**config.mk**
```make
export PLATFORM = sky130hd
export DESIGN_NAME = spike_event_fifo
export DESIGN_NICKNAME = d
export VERILOG_FILES = /design/src/rtl/spike_event_fifo.sv
export SDC_FILE = /design/constraint.sdc
export NUM_CORES = 2
export LEC_CHECK = 0
export ABC_CLOCK_PERIOD_IN_PS = 6500
export BUFFER_PORTS_ARGS = -buffer_cell sky130_fd_sc_hd__buf_2
export CORE_ASPECT_RATIO = 0.9
export CORE_MARGIN = 5
export CORE_UTILIZATION = 50
export DETAILED_ROUTE_END_ITERATION = 10
export HOLD_SLACK_MARGIN = 0.12
export PLACE_DENSITY = 0.68
export SETUP_SLACK_MARGIN = 0.05
export SYNTH_ARGS = -nofsm -noshare
export SYNTH_HDL_FRONTEND = slang
export SYNTH_SLANG_ARGS = --single-unit
```
**constraint.sdc**
```tcl
create_clock -name clk -period 6.5 [get_ports clk]
set_input_delay 0.975 -clock clk [delete_from_list [all_inputs] [get_ports clk]]
set_output_delay 0.975 -clock clk [all_outputs]
set_load 0.02 [all_outputs]
```
**src/rtl/spike_event_fifo.sv**
```systemverilog
`default_nettype none
// ============================================================================
// Module      : spike_event_fifo
// Description : First-word-fall-through queue for spike event addresses sitting
//               between the input spike interface and synapse_mem_ctrl.
//               Ready/valid handshakes on both sides, full / empty /
//               almost-full flags, occupancy count, synchronous flush and an
//               optional drop-on-full mode with a saturating drop counter.
// Revision    : 1.0 - initial release
// ----------------------------------------------------------------------------
// Parameters
//   DATA_WIDTH      width of one spike event address
//   DEPTH           number of entries (power of 2, >= 2)
//   AFULL_THRESH    o_almost_full asserts when count >= this (1..DEPTH)
//   DROP_ON_FULL    0: back-pressure writer when full
//                   1: always ready, discard writes that find the queue full
//   DROP_CNT_WIDTH  width of the saturating drop counter
// Ports
//   clk            in   rising-edge clock
//   rst_n          in   synchronous active-low reset
//   i_flush        in   discard all stored entries
//   i_wr_valid     in   write request
//   i_wr_data      in   write address
//   o_wr_ready     out  write accepted when i_wr_valid & o_wr_ready
//   o_rd_valid     out  head entry present
//   o_rd_data      out  head entry, 0 when empty
//   i_rd_ready     in   pop head when o_rd_valid & i_rd_ready
//   o_count        out  occupancy 0..DEPTH
//   o_full         out  count == DEPTH
//   o_empty        out  count == 0
//   o_almost_full  out  count >= AFULL_THRESH
//   o_drop_cnt     out  writes discarded while full (drop mode only)
// ============================================================================
module spike_event_fifo #(
    parameter int DATA_WIDTH     = 14,
    parameter int DEPTH          = 128,
    parameter int AFULL_THRESH   = 112,
    parameter int DROP_ON_FULL   = 0,
    parameter int DROP_CNT_WIDTH = 16
) (
    input  logic                          clk,
    input  logic                          rst_n,
    input  logic                          i_flush,
    input  logic                          i_wr_valid,
    input  logic [DATA_WIDTH-1:0]         i_wr_data,
    output logic                          o_wr_ready,
    output logic                          o_rd_valid,
    output logic [DATA_WIDTH-1:0]         o_rd_data,
    input  logic                          i_rd_ready,
    output logic [$clog2(DEPTH):0]        o_count,
    output logic                          o_full,
    output logic                          o_empty,
    output logic                          o_almost_full,
    output logic [DROP_CNT_WIDTH-1:0]     o_drop_cnt
);

    localparam int PTR_W = $clog2(DEPTH);
    localparam int CNT_W = PTR_W + 1;

    localparam logic [CNT_W-1:0] C_DEPTH  = CNT_W'(DEPTH);
    localparam logic [CNT_W-1:0] C_AFULL  = CNT_W'(AFULL_THRESH);

    // ------------------------------------------------------------------
    // State
    // ------------------------------------------------------------------
    logic [DATA_WIDTH-1:0]     r_mem [DEPTH];
    logic [PTR_W-1:0]          r_wr_ptr;
    logic [PTR_W-1:0]          r_rd_ptr;
    logic [CNT_W-1:0]          r_count;
    logic [DROP_CNT_WIDTH-1:0] r_drop_cnt;

    logic w_full;
    logic w_empty;
    logic w_pop;
    logic w_push;
    logic w_drop;

    // Status is derived from registered state only, so no input ever reaches
    // an output combinationally.
    assign w_full  = (r_count == C_DEPTH);
    assign w_empty = (r_count == '0);

    // A pop can only happen when something is stored; a write arriving at an
    // empty queue is therefore never bypassed to the read side.
    assign w_pop = ~w_empty & i_rd_ready;

    // ------------------------------------------------------------------
    // Full-handling mode
    // ------------------------------------------------------------------
    generate
        if (DROP_ON_FULL != 0) begin : g_drop_mode
            // Always ready. When full, a write that coincides with a pop
            // takes the freed slot; otherwise it is discarded and counted.
            assign o_wr_ready = 1'b1;
            assign w_push     = i_wr_valid & (~w_full | w_pop);
            assign w_drop     = i_wr_valid & w_full & ~w_pop;
        end else begin : g_stall_mode
            // Ready is the registered not-full flag; a pop in the same cycle
            // does not open the slot for a write until the next cycle.
            assign o_wr_ready = ~w_full;
            assign w_push     = i_wr_valid & ~w_full;
            assign w_drop     = 1'b0;
        end
    endgenerate

    // ------------------------------------------------------------------
    // Pointers, occupancy and drop counter
    // ------------------------------------------------------------------
    always_ff @(posedge clk) begin
        if (!rst_n) begin
            r_wr_ptr   <= '0;
            r_rd_ptr   <= '0;
            r_count    <= '0;
            r_drop_cnt <= '0;
        end else if (i_flush) begin
            // Flush empties the queue and ignores this cycle's handshakes,
            // but the drop history is kept for diagnostics.
            r_wr_ptr <= '0;
            r_rd_ptr <= '0;
            r_count  <= '0;
        end else begin
            // Pointers wrap DEPTH-1 -> 0 by natural overflow (DEPTH is 2^n).
            if (w_push) begin
                r_wr_ptr <= r_wr_ptr + 1'b1;
            end
            if (w_pop) begin
                r_rd_ptr <= r_rd_ptr + 1'b1;
            end
            case ({w_push, w_pop})
                2'b10:   r_count <= r_count + 1'b1;
                2'b01:   r_count <= r_count - 1'b1;
                default: r_count <= r_count;
            endcase
            // Saturate at all-ones rather than wrapping back to zero.
            if (w_drop && (r_drop_cnt != {DROP_CNT_WIDTH{1'b1}})) begin
                r_drop_cnt <= r_drop_cnt + 1'b1;
            end
        end
    end

    // ------------------------------------------------------------------
    // Storage (not reset; contents are qualified by the occupancy count)
    // ------------------------------------------------------------------
    always_ff @(posedge clk) begin
        if (rst_n && !i_flush && w_push) begin
            r_mem[r_wr_ptr] <= i_wr_data;
        end
    end

    // ------------------------------------------------------------------
    // Outputs
    // ------------------------------------------------------------------
    assign o_rd_valid    = ~w_empty;
    assign o_rd_data     = w_empty ? '0 : r_mem[r_rd_ptr];
    assign o_count       = r_count;
    assign o_full        = w_full;
    assign o_empty       = w_empty;
    assign o_almost_full = (r_count >= C_AFULL);
    assign o_drop_cnt    = r_drop_cnt;

endmodule
`default_nettype wire

```
==> results.toml <==
[worst_hold_path]
hp-class = "reg -> reg"
min_to = "r_wr_ptr[1]"
min_from = "r_wr_ptr[1]"
hold_path_depth = 2

[cts]
cts_buffer_depth = 3
cts.sinks = 1821
cts_tree = "done"
cts.htree.levels = 4
clkLatencyLatePin_ps = 800
cts_buffers = 172
clk_pin_slew_ps = 60
cts_resized = 0
post_cts_buffers = 0
cts-root-buf = "clkbuf_16"
cts_hold_buf = 0

[timing]
hold_viol = 0
finClkSkew_ps = 23.80
hold_ws_ps = 510.4
finalSetupViolCount = 0
rsz0062_at_grt = "false"
finalSetupTns_ps = 0
max_freq_mhz = 168.8
finalMaxSlewViolations = 0
min_period_ps = 5925
tightest_slew_ps = 1367
slew_headroom_pct = 8.536
fin_crit_sh_pct = 91.16

[place]
placed_cells = 5201
gp_congestion = 0.8449
port_buffers = 45
hpwlAfterDp_um = 97400

[cells_and_area]
area_growth_pct = 12.35
num-fill-cells = 10200
antenna_cells = 0
drive_gt1_share_pct = 23.85
multi_input_area_um2 = 14590
final_cell_count_no_fill = 5512
seq_area_um2 = 54400
fin_nets = 3556

[critical_path]
arrival_ps = 4950
required_ps = 5520
start_kind = "register"
rr_worst_depth = 6
worstReg2RegEnd = "r_mem[41][3]"
reg2reg_from = "o_count[4]"
r2r_slack_ps = 2390
timing.critical_path.fanout_max = 42
critPathCaptureType = "output pin"
crit_type = "reg -> out"

[synth]
syn_inst = 3316
synth_edf_count = 1792
ys_async_sr_fraction_pct = 0
synth_area_um2 = 69880
ys_seq_area_share_pct = 77.84
ys_ff_latch = 1821
synth-main-ff-cell = "edfxtp_1"
avgSynthCellArea_um2 = 21.07
ys_warn_count = 0
synth_cell_types = 51

[global_routing]
antenna_found_initial = 7
grt_use_total_pct = 22.88
grt_max_degree = 106
gr-total-overflow = 0
grt_pass1_vias = 34240
grt_pass1_wl_um = 243500

[routing]
wl_per_cell_um = 30.49
drt_pass1_iterations = 6
drc = 0
num_vias = 34530
wl_um = 168100
drt_iter0_markers = 4958
viasPerCell = 6.265
ant_nets = 0

[power]
ir_drop_v = 0.0002864
power_density_nw_per_um2 = 295.3
p_leak_nw = 23.62

[die]
ioPinCount = 62
die_w_um = 404.1
rows = 130
die_h_um = 364.7
initial_core_util_pct = 50.19
fp.dieArea_um2 = 147300
core_area_um2 = 139200

[outcome]
outcome = "finished, final reports clean"

[job]
cap_violations = 0
## cell usage after synthesis (all sizes together) (2+ instances only)
master | n | area share, %
nor2 | 160 | 0.86
mux2i | 175 | 2.5
nand3b | 3 | 0.043
nand3 | 47 | 0.34
ha | 9 | 0.16
o21ai | 41 | 0.29
a21oi | 23 | 0.16
o221ai | 14 | 0.18
a22o | 2 | 0.025
a221oi | 12 | 0.15
buf | 112 | 0.96
xor2 | 8 | 0.10
clkbuf | 87 | 0.47
o31ai | 2 | 0.021
a31oi | 2 | 0.048
inv | 12 | 0.064
or3 | 3 | 0.027
nand2b | 5 | 0.045
nand2 | 93 | 0.50
or3b | 2 | 0.025
a22oi | 112 | 1.2
o22ai | 70 | 0.63
mux4 | 370 | 12
mux2 | 11 | 0.18
xnor2 | 6 | 0.075
a211oi | 66 | 0.71
nor3 | 4 | 0.029
edfxtp | 1792 | 77
nor2b | 13 | 0.12
and2 | 5 | 0.045
and3 | 2 | 0.018
dfxtp | 29 | 0.83
nand4 | 13 | 0.12
## state kept, by name, indices dropped and copies added, names as in the netlist, named ones only
name	cells
o_count	8
r_mem	1792
r_rd_ptr	7
r_wr_ptr	7
## cell families (layout without fill, tap and decap cells)
kind of cell / Yosys count / count (layout) / share of synthesized area [%]
flops: 1821 / 1821 / 77.84
mux: 556 / 556 / 14.61
simple gates: 353 / 353 / 2.201
compound gates: 350 / 350 / 3.491
buf+inv: 211 / 544 / 1.493
xor+xnor: 14 / 14 / 0.1755
fa+ha+maj: 10 / 10 / 0.1898
other cells: 1 / 16 / 0.005366
## cells in the final DEF (no fill, tap or decap), types with 4 or more instances in the layout
cell	synthesis	layout
edfxtp_1	1792	1792
mux4_2	370	370
clkbuf_16	0	177
mux2i_1	175	175
buf_4	32	174
nor2_1	160	143
a22oi_1	112	112
nand2_1	93	88
o22ai_1	70	70
a211oi_1	66	66
nand3_1	47	47
clkbuf_1	87	38
clkinv_1	0	37
buf_2	69	31
o21ai_0	28	28
clkinv_2	0	28
dfxtp_1	29	25
a21oi_1	23	23
conb_1	1	16
buf_12	0	16
nor2_2	0	15
o221ai_1	14	14
nand4_1	13	13
o21ai_1	13	13
inv_1	12	12
a221oi_1	12	12
mux2_2	11	11
nor2b_1	13	10
ha_1	9	9
xor2_1	8	8
bufinv_16	0	8
xnor2_1	6	6
nand2b_1	5	5
nand2_2	0	5
inv_6	0	5
clkinvlp_4	0	5
nor3_1	4	4
## cell type report
type | count | area share (%)
flip-flops and latches | 1821 | 69.30
multi-input cells | 1299 | 18.58
clock buffers | 218 | 5.876
well taps | 1848 | 2.945
repair buffers | 221 | 2.269
clock inverters | 93 | 0.9738
inverters | 12 | 0.05737
## report_power, final
| part | total (mW) | switching [mW] | internal (mW) |
|---|---|---|---|
| sequential | 12.9 | 0.0124 | 12.9 |
| clock | 9.64 | 4.28 | 5.36 |
| combinational | 0.641 | 0.455 | 0.186 |
## worst max path at each step
stage	startpoint	endpoint	slack, ps	depth (start not counted)
2_1_floorplan	i_rd_ready	o_count[6]	3350	11
3_3_place_gp	register	o_rd_data[7]	1080	7
3_5_place_dp	register	o_rd_data[7]	1050	7
4_1_cts	register	o_rd_data[7]	210	7
5_1_grt	register	o_rd_data[7]	450	7
6_report	register	o_rd_data[2]	570	7
## per-layer routing
| metal | global-route usage (%) | part of all wire (%) | wire length [um] | vias to the layer above |
|---|---|---|---|---|
| met5 | 0 | 0.0077 | 13 | - |
| met4 | 5.664 | 2.3 | 3924 | 2 |
| met3 | 4.850 | 10 | 17060 | 239 |
| met2 | 34.49 | 46 | 77540 | 1871 |
| met1 | 34.75 | 41 | 69530 | 18160 |
| li1 | - | - | - | 14260 |
## critical path, cell delays in order (launching register included)
cell and delay (ps):
dfxtp_2 1130, nand3b_4 790, o22ai_1 640, a211oi_1 90, o21ai_0 210, nand4_1 540, o21ai_1 450, buf_2 230
## per-stage QoR
| step | util [%] | total power, mW | area [um^2] | setup WS (ps) |
|---|---|---|---|---|
| 2_1_floorplan | - | 13.45 | 69940 | 3354 |
| 3_3_place_gp | 52.50 | 13.79 | 73100 | 1079 |
| 3_5_place_dp | 52.52 | 13.80 | 73120 | 1047 |
| 4_1_cts | 56.38 | 23.31 | 78500 | 208.3 |
| 5_1_grt | 56.39 | 23.86 | 78510 | 450.9 |
| 6_report | 56.39 | 23.18 | 78510 | 574.8 |
(Power assumes the default switching activity.)
